`src/rtl/crc_stream_engine.sv`:
```
`default_nettype none
// ============================================================================
// Module      : crc_stream_engine
// Description : Streaming CRC engine that consumes DATA_W bits per accepted
//               beat. In generate mode the frame passes through and the CRC
//               is appended as trailing beats. In check mode the frame passes
//               through and the residue is tested for zero.
//               Optional feature macro: CRC_ERR_CNT_EN adds a saturating
//               err_cnt output that counts failed check-mode frames.
// Revision    : 1.0 - initial release
// ============================================================================
module crc_stream_engine #(
    parameter int               CRC_W   = 16,
    parameter logic [CRC_W-1:0] POLY    = 16'h1021,
    parameter logic [CRC_W-1:0] INIT    = 16'hFFFF,
    parameter int               DATA_W  = 8,
    parameter logic [CRC_W-1:0] XOR_OUT = 16'h0000
) (
    input  logic              clk,
    input  logic              rst,
    input  logic              sync,
    input  logic              mode,
    input  logic              s_valid,
    output logic              s_ready,
    input  logic [DATA_W-1:0] s_data,
    input  logic              s_last,
    output logic              m_valid,
    input  logic              m_ready,
    output logic [DATA_W-1:0] m_data,
    output logic              m_last,
    output logic [CRC_W-1:0]  crc,
    output logic              done,
    output logic              crc_ok
`ifdef CRC_ERR_CNT_EN
    ,
    output logic [15:0]       err_cnt
`endif
);

    localparam int NCHUNK = CRC_W / DATA_W;
    localparam int CNT_W  = (NCHUNK > 1) ? $clog2(NCHUNK) : 1;
    localparam logic [CNT_W-1:0] LAST_CNT = CNT_W'(NCHUNK - 1);
    localparam logic [CNT_W-1:0] ONE_CNT  = CNT_W'(1);

    localparam logic [1:0] ST_IDLE   = 2'd0;
    localparam logic [1:0] ST_FRAME  = 2'd1;
    localparam logic [1:0] ST_APPEND = 2'd2;

    generate
        if ((CRC_W % DATA_W) != 0) begin : g_bad_cfg
            $error("crc_stream_engine: CRC_W must be a multiple of DATA_W");
        end
    endgenerate

    // One MSB-first LFSR step per data bit, unrolled across the whole beat.
    function automatic logic [CRC_W-1:0] crc_step(input logic [CRC_W-1:0] c,
                                                  input logic [DATA_W-1:0] d);
        logic [CRC_W-1:0] r;
        logic             fb;
        r = c;
        for (int i = DATA_W - 1; i >= 0; i--) begin
            fb = r[CRC_W-1] ^ d[i];
            r  = r << 1;
            if (fb) r = r ^ POLY;
        end
        return r;
    endfunction

    logic [1:0]        state_q, state_d;
    logic [CRC_W-1:0]  crc_q, crc_d;
    logic              mode_q, mode_d;
    logic              rdy_q;
    logic [DATA_W-1:0] m_data_q, m_data_d;
    logic              m_valid_q, m_valid_d;
    logic              m_last_q, m_last_d;
    logic [CRC_W-1:0]  crc_out_q, crc_out_d;
    logic              done_q, done_d;
    logic              crc_ok_q, crc_ok_d;
    logic [CRC_W-1:0]  app_sh_q, app_sh_d;
    logic [CRC_W-1:0]  app_val_q, app_val_d;
    logic [CNT_W-1:0]  app_cnt_q, app_cnt_d;
`ifdef CRC_ERR_CNT_EN
    logic [15:0]       err_q, err_d;
`endif

    logic              w_out_free;
    logic              w_acc;
    logic              w_mode;
    logic [CRC_W-1:0]  w_crc_new;

    // The CRC register sits at INIT whenever the FSM is idle, so the
    // per-beat update never needs a separate frame-start path.
    assign w_out_free = !m_valid_q || m_ready;
    assign s_ready    = rdy_q && !sync && (state_q != ST_APPEND) && w_out_free;
    assign w_acc      = s_valid && s_ready;
    assign w_mode     = (state_q == ST_IDLE) ? mode : mode_q;
    assign w_crc_new  = crc_step(crc_q, s_data);

    assign m_valid = m_valid_q;
    assign m_data  = m_data_q;
    assign m_last  = m_last_q;
    assign crc     = crc_out_q;
    assign done    = done_q;
    assign crc_ok  = crc_ok_q;
`ifdef CRC_ERR_CNT_EN
    assign err_cnt = err_q;
`endif

    // Next-state logic: FSM, CRC update, output register and append shifter.
    always_comb begin
        state_d   = state_q;
        crc_d     = crc_q;
        mode_d    = mode_q;
        m_data_d  = m_data_q;
        m_valid_d = m_valid_q;
        m_last_d  = m_last_q;
        crc_out_d = crc_out_q;
        done_d    = 1'b0;
        crc_ok_d  = 1'b0;
        app_sh_d  = app_sh_q;
        app_val_d = app_val_q;
        app_cnt_d = app_cnt_q;
`ifdef CRC_ERR_CNT_EN
        err_d     = err_q;
`endif
        if (sync) begin
            state_d   = ST_IDLE;
            crc_d     = INIT;
            m_valid_d = 1'b0;
            m_last_d  = 1'b0;
`ifdef CRC_ERR_CNT_EN
            err_d     = 16'h0000;
`endif
        end else begin
            if (m_valid_q && m_ready) m_valid_d = 1'b0;
            if (w_acc) begin
                m_valid_d = 1'b1;
                m_data_d  = s_data;
                m_last_d  = 1'b0;
                if (state_q == ST_IDLE) mode_d = mode;
                if (!s_last) begin
                    state_d = ST_FRAME;
                    crc_d   = w_crc_new;
                end else if (!w_mode) begin
                    state_d   = ST_APPEND;
                    crc_d     = INIT;
                    app_sh_d  = w_crc_new ^ XOR_OUT;
                    app_val_d = w_crc_new ^ XOR_OUT;
                    app_cnt_d = '0;
                end else begin
                    state_d   = ST_IDLE;
                    crc_d     = INIT;
                    m_last_d  = 1'b1;
                    done_d    = 1'b1;
                    crc_ok_d  = (w_crc_new == '0);
                    crc_out_d = w_crc_new;
`ifdef CRC_ERR_CNT_EN
                    if ((w_crc_new != '0) && (err_q != 16'hFFFF)) err_d = err_q + 16'h0001;
`endif
                end
            end else if ((state_q == ST_APPEND) && w_out_free) begin
                m_valid_d = 1'b1;
                m_data_d  = app_sh_q[CRC_W-1 -: DATA_W];
                m_last_d  = 1'b0;
                app_sh_d  = app_sh_q << DATA_W;
                app_cnt_d = app_cnt_q + ONE_CNT;
                if (app_cnt_q == LAST_CNT) begin
                    m_last_d  = 1'b1;
                    done_d    = 1'b1;
                    crc_out_d = app_val_q;
                    state_d   = ST_IDLE;
                end
            end
        end
    end

    // State registers with asynchronous active-low reset.
    always_ff @(posedge clk or negedge rst) begin
        if (!rst) begin
            state_q   <= ST_IDLE;
            crc_q     <= INIT;
            mode_q    <= 1'b0;
            rdy_q     <= 1'b0;
            m_data_q  <= '0;
            m_valid_q <= 1'b0;
            m_last_q  <= 1'b0;
            crc_out_q <= '0;
            done_q    <= 1'b0;
            crc_ok_q  <= 1'b0;
            app_sh_q  <= '0;
            app_val_q <= '0;
            app_cnt_q <= '0;
`ifdef CRC_ERR_CNT_EN
            err_q     <= 16'h0000;
`endif
        end else begin
            state_q   <= state_d;
            crc_q     <= crc_d;
            mode_q    <= mode_d;
            rdy_q     <= 1'b1;
            m_data_q  <= m_data_d;
            m_valid_q <= m_valid_d;
            m_last_q  <= m_last_d;
            crc_out_q <= crc_out_d;
            done_q    <= done_d;
            crc_ok_q  <= crc_ok_d;
            app_sh_q  <= app_sh_d;
            app_val_q <= app_val_d;
            app_cnt_q <= app_cnt_d;
`ifdef CRC_ERR_CNT_EN
            err_q     <= err_d;
`endif
        end
    end

endmodule
`default_nettype wire

```
`config.mk`:
```
export PLATFORM = sky130hd
export DESIGN_NAME = crc_stream_engine
export DESIGN_NICKNAME = d
export VERILOG_FILES = /design/src/rtl/crc_stream_engine.sv
export SDC_FILE = /design/constraint.sdc
export NUM_CORES = 1
export LEC_CHECK = 0
export ABC_AREA = 1
export BUFFER_PORTS_ARGS = -buffer_cell sky130_fd_sc_hd__buf_2
export CAP_MARGIN = 5
export CORE_MARGIN = 1.5
export CORE_UTILIZATION = 40
export DETAILED_ROUTE_END_ITERATION = 12
export PLACE_DENSITY = 0.58
export RECOVER_POWER = 25
export SKIP_CTS_REPAIR_TIMING = 1
export SYNTH_ARGS = -nofsm -noshare
export SYNTH_HDL_FRONTEND = slang
export SYNTH_SLANG_ARGS = --single-unit
export TNS_END_PERCENT = 20
```
`constraint.sdc`:
```
create_clock -name clk -period 1.8 [get_ports clk]
set_input_delay 0.09 -clock clk [delete_from_list [all_inputs] [get_ports clk]]
set_output_delay 0.09 -clock clk [all_outputs]
set_load 0.005 [all_outputs]
```
---- Yosys cells after proc, flatten, opt, wreduce, memory -nomap -nowiden ----
Cells that the tools add are included.
word-level totals
  register bits ........................... 81
  input bits .............................. 15
  output and inout bits ................... 29
cells by class
  $add $sub $neg .......................... 1
  eq/ne operators ......................... 5
  muxes and demuxes ....................... 50
  bitwise operators ....................... 18
  reduce and logical (&&, ||, !) cells .... 23
operators by type and width
  operator             number
  $mux 16              12
  $mux 13              8
  $not 3->3            8
  $mux 1               22
  $logic_not 16->1     1
  $mux 8               2
  $mux 2               6
  $reduce_and 4->1     2
  $xor 1x1->1          8
  $logic_and 1x1->1    6
  $ne 2x2->1 const B   3
  $reduce_and 2->1     3
  $reduce_bool 2->1    3
  $reduce_bool 3->1    2
  $reduce_and 5->1     1
  $reduce_bool 4->1    1
  $eq 2x2->1 const B   1
  $logic_not 1->1      2
  $logic_not 2->1      1
  $ne 2x1->1 const B   1
  $not 1->1            2
  $add 1x1->1 const B  1
  $logic_or 1x1->1     1

---- Longest topological paths before layout ----
  depth in word-level cells ............... 21
  mapped depth ............................ 12
  depth with buffers taken out ............ 12

---- Worst setup path after synthesis ----
No wires, ideal clock.
  path type ............................... register to register
  start point ............................. register crc_q[14]
  end point ............................... register app_sh_q[14]
  setup time .............................. 117 ps
  arrival ................................. 1447 ps
  slack ................................... 236 ps
  cell stages (with the launch flop) ...... 11
  path buffers ............................ 0
  clock period less this slack ............ 1564 ps
  cell sequence ........................... dfstp_2 inv_1 nand2_1 nand2_1 nand2_1 nand2_1 or2_2 nand3_1 nand2_1 nand2_1 nand2_1
on the way
  word-level cells in the longest chain between the ends .. 7
RTL lines
  element                 RTL line  RTL
  from (decl)             70        logic [CRC_W-1:0] crc_q, crc_d;
  from (signal assigned)  198       crc_q <= crc_d;
  $xor 1x1->1             62        fb = r[CRC_W-1] ^ d[i];
  $mux 13                 64        if (fb) r = r ^ POLY;
  $xor 1x1->1             62
  $mux 13                 64
  $mux 16                 144       end else if (!w_mode) begin
  $mux 16                 141       if (!s_last) begin
  $mux 16                 136       if (w_acc) begin
  to (signal assigned)    207       app_sh_q <= app_sh_d;
  to (decl)               79        logic [CRC_W-1:0] app_sh_q, app_sh_d;
Every way passes these cells. The select of a mux whose other input is x is not followed.
A chain may end at the register's enable or synchronous reset.

---- Worst setup path in the final report ----
  start point ............................. register crc_q[12]
  end point ............................... register crc_ok_q, in the netlist crc_ok
on the way
  word-level cells in the longest chain between the ends .. 11
  elaborated cells on any way between the ends .. 12
RTL lines
  element               RTL line  RTL
  $xor 1x1->1 *         62
  $mux 13 *             64
  $mux 13 (3 in a row)  64
  $mux 13 *             64
  $logic_not 16->1 *    155       crc_ok_d = (w_crc_new == '0);
  $mux 1 *              144
  $mux 1 *              141
  $mux 1 *              136
  $mux 1 *              126       if (sync) begin
  via crc_ok_d          78        logic crc_ok_q, crc_ok_d;
  to (signal assigned)  206       crc_ok_q <= crc_ok_d;
  to (decl)             78
Mark *: on every way through the listed nets, which the timed path passes. The rest lies on a longest branch.

==> impl_metrics.yaml <==
run_status:
  status: "finished, final reports clean"
critical_path:
  critPathLaunchType: "flop"
  cp.required_ns: 2.09
  worstPathArrival_ns: 1.96
  r2r_cells: 11
  worst-path-max-fanout: 3
  path_class: "flop to flop"
  cp-end-kind: "flop"
  reg2reg_from: "crc_q[12]"
  r2r_slack_ns: 0.13
  worstReg2RegEnd: "crc_ok"
final_layout:
  nFillCells: 967
  antennaDiodeCount: 0
  drive_gt1_frac: 0.221
  nNetsFinal: 595
  fin_cells: 718
  syn2layout_area_growth_pct: 20.7
  post-route-util: 0.494
logic_synthesis:
  yosys.area.top_type: "dfrtp_1"
  synth_compound_area_frac: 0.101
  synthMuxAreaShare: 0
  syn_area_um2: 3970
  synth_nets: 527
  synth_top_family_by_area: "simple AND/OR/NAND/NOR gates"
  async_flop_share: 1.00
  synth_fa_ha_area_frac: 0
  syn_inst: 512
  synthSimpleGateAreaFrac: 0.279
  synthXorXnorAreaFrac: 0.0110
  ys_ff_latch: 81
  synth_commonest_cells: "nand2_1 (212), inv_1 (66), dfrtp_1 (65)"
  synth_ff_type: "dfrtp_1"
  synth-edff-count: 0
  syn_avg_cell_area_um2: 7.75
  ys.warnings.count: 0
  yosys-top-cells-area: "dfrtp_1 (41%), nand2_1 (20%), dfstp_2 (11%)"
  synth.most_common_cell: "nand2_1"
  ys_types: 31
  ys_seq_area_frac: 0.516
  synth_top_area_share: 0.410
route:
  viasPerCell: 4.76
  drc: 0
  firstDrtPassIters: 4
  vias: 3417
  wl_um: 10200
  antenna_left: 0
  first_iter_violations: 224
  wl_per_cell_um: 14.2
die:
  die_h_um: 103
  dieArea_um2: 10500
  start_util: 0.410
  rows: 36
  core-area_um2: 9680
  boundaryPins: 44
  die_x_um: 103
place:
  numPortBuffers: 43
  dp_hpwl_um: 7540
  dp.cells: 698
  gp_congestion: 0.864
cts:
  clkTransAtPathRegs_ns: 0.08
  cts_buffer_depth: 2
  clock-sinks: 81
  htree_num_levels: 3
  cts-buffers-inserted: 9
  cts_tree: "built"
  insertion_delay_ns: 0.37
  root_buffer: "clkbuf_8"
worst_hold_path:
  hp-class: "primary input to flop"
  min_to: "m_data[5]"
  hold_depth: 3
  hp-start: "s_data[5]"
grt:
  grt_max_degree: 49
  grt_usage: 0.211
  first_global_vias: 3261
  grt_antenna_before_repair: 0
  grt_overflow: 0
  grt_pass1_wl_um: 16500
sta:
  finalHoldViolCount: 0
  relSlewSlack: 0.405
  fmax_mhz: 599
  setup_tns_ns: 0
  tightestPinTransition_ns: 0.892
  finClkSkew_ns: 0.0108
  finalCritPeriodShare: 0.928
  fin_crit_ns: 1.67
  rsz0062_at_grt: "false"
  maxSlewViolCount: 0
  finalSetupViolCount: 0
flow_run:
  maxCapViolations: 0
power:
  max-vdd-ir-drop_uv: 580
  powerDensity_nw_per_um2: 1170
  p_leak_nw: 2.59
==> state kept, by name (all words and copies together) (netlist names) <==
signal,cells
app_sh_q,16
app_val_q,16
crc,16
crc_q,16
m_data,8
state_q,2
app_cnt_q,1
crc_ok,1
done,1
m_last,1
m_valid,1
mode_q,1
rdy_q,1
==> area by class of cell <==
class                           instances  area (um^2)  area share
Sequential cell                        81         2050       0.427
Multi-Input combinational cell        346         1590       0.333
Timing Repair Buffer                   72          473      0.0988
Inverter                               70          270      0.0564
Tap cell                              133          166      0.0348
Clock buffer                           11          151      0.0316
Clock inverter                          5         86.3      0.0180
==> how the worst max path moves through the flow <==
stage | from | endpoint | slack [ns] | cells past startpoint
global route | state_q[1] | app_val_q[7] | 0.004 | 9
detailed placement | state_q[1] | app_val_q[15] | -0.008 | 9
floorplan | crc_q[14] | app_sh_q[14] | 0.24 | 10
CTS | state_q[1] | app_val_q[15] | -0.02 | 9
finish | crc_q[12] | crc_ok | 0.13 | 11
global placement | state_q[1] | app_val_q[7] | 0.005 | 9
==> where the power goes <==
| part | switching (mW) | leakage, nW | internal, mW |
|---|---|---|---|
| Combinational | 0.822 | 1.49 | 0.609 |
| Clock | 0.710 | 0.120 | 0.867 |
| Sequential | 0.238 | 0.984 | 2.34 |
| Total | 1.77 | 2.59 | 3.82 |
==> placed cells by master, fill, tap and decap left out <==
cell and n:
conb_1 1, a31oi_1 8, nand2_2 8, clkbuf_8 11, nor2_2 3, xnor2_1 3
nand3_4 1, a22oi_1 2, buf_4 25, nor2_8 1, dfrtp_1 65, clkinv_4 2
nand3_2 1, inv_2 2, dlygate4sd3_1 1, o22ai_1 14, nand2_1 207, nand4_4 1
inv_6 2, nor2_4 1, inv_4 1, buf_2 42, o21ai_2 2, inv_1 66
or2_2 2, bufinv_16 2, nor2_1 26, xor2_1 2, clkbuf_2 1, nand3_1 19
buf_12 3, nand3b_1 1, a21oi_1 4, o21ai_0 31, o21ai_4 1, a21oi_4 1
dfstp_2 16, o21ai_1 6
==> kinds of logic after synthesis <==
logic type	Yosys count
xor+xnor	5
buf+inv	85
compound gates	69
flops	81
other cells	1
simple gates	271
==> routing by layer <==
metal  up-vias  track usage  routed length [um]
met2        61        0.327                4760
li1       1735            -                   -
met4         0        0.100                 283
met3        19       0.0386                 325
met5         -            0                   0
met1      1602        0.288                4840
==> worst max-delay path: stages, from the launching register on <==
cell and delay, ns:
dfstp_2 0.54, inv_1 0.06, nand2_1 0.08, nand2_1 0.08, nand2_1 0.13, nand3_1 0.10
nand2_1 0.13, buf_4 0.13, nand2_1 0.04, nor2_1 0.10, nand2_1 0.08, nor2_1 0.12
==> per-stage QoR <==
stage	cell area (um^2)	setup slack, ns	power (mW)	hold WS [ns]
after floorplan	3970	0.236	3.41	-0.206
after global placement	4490	0.00494	4.01	0.0881
after detailed placement	4490	-0.00794	4.03	0.0869
after global routing	4790	0.00355	6.00	0.0153
final	4790	0.130	5.59	0.0187
after CTS	4730	-0.0162	5.62	-0.316
Power figures use the tool's default switching activity.
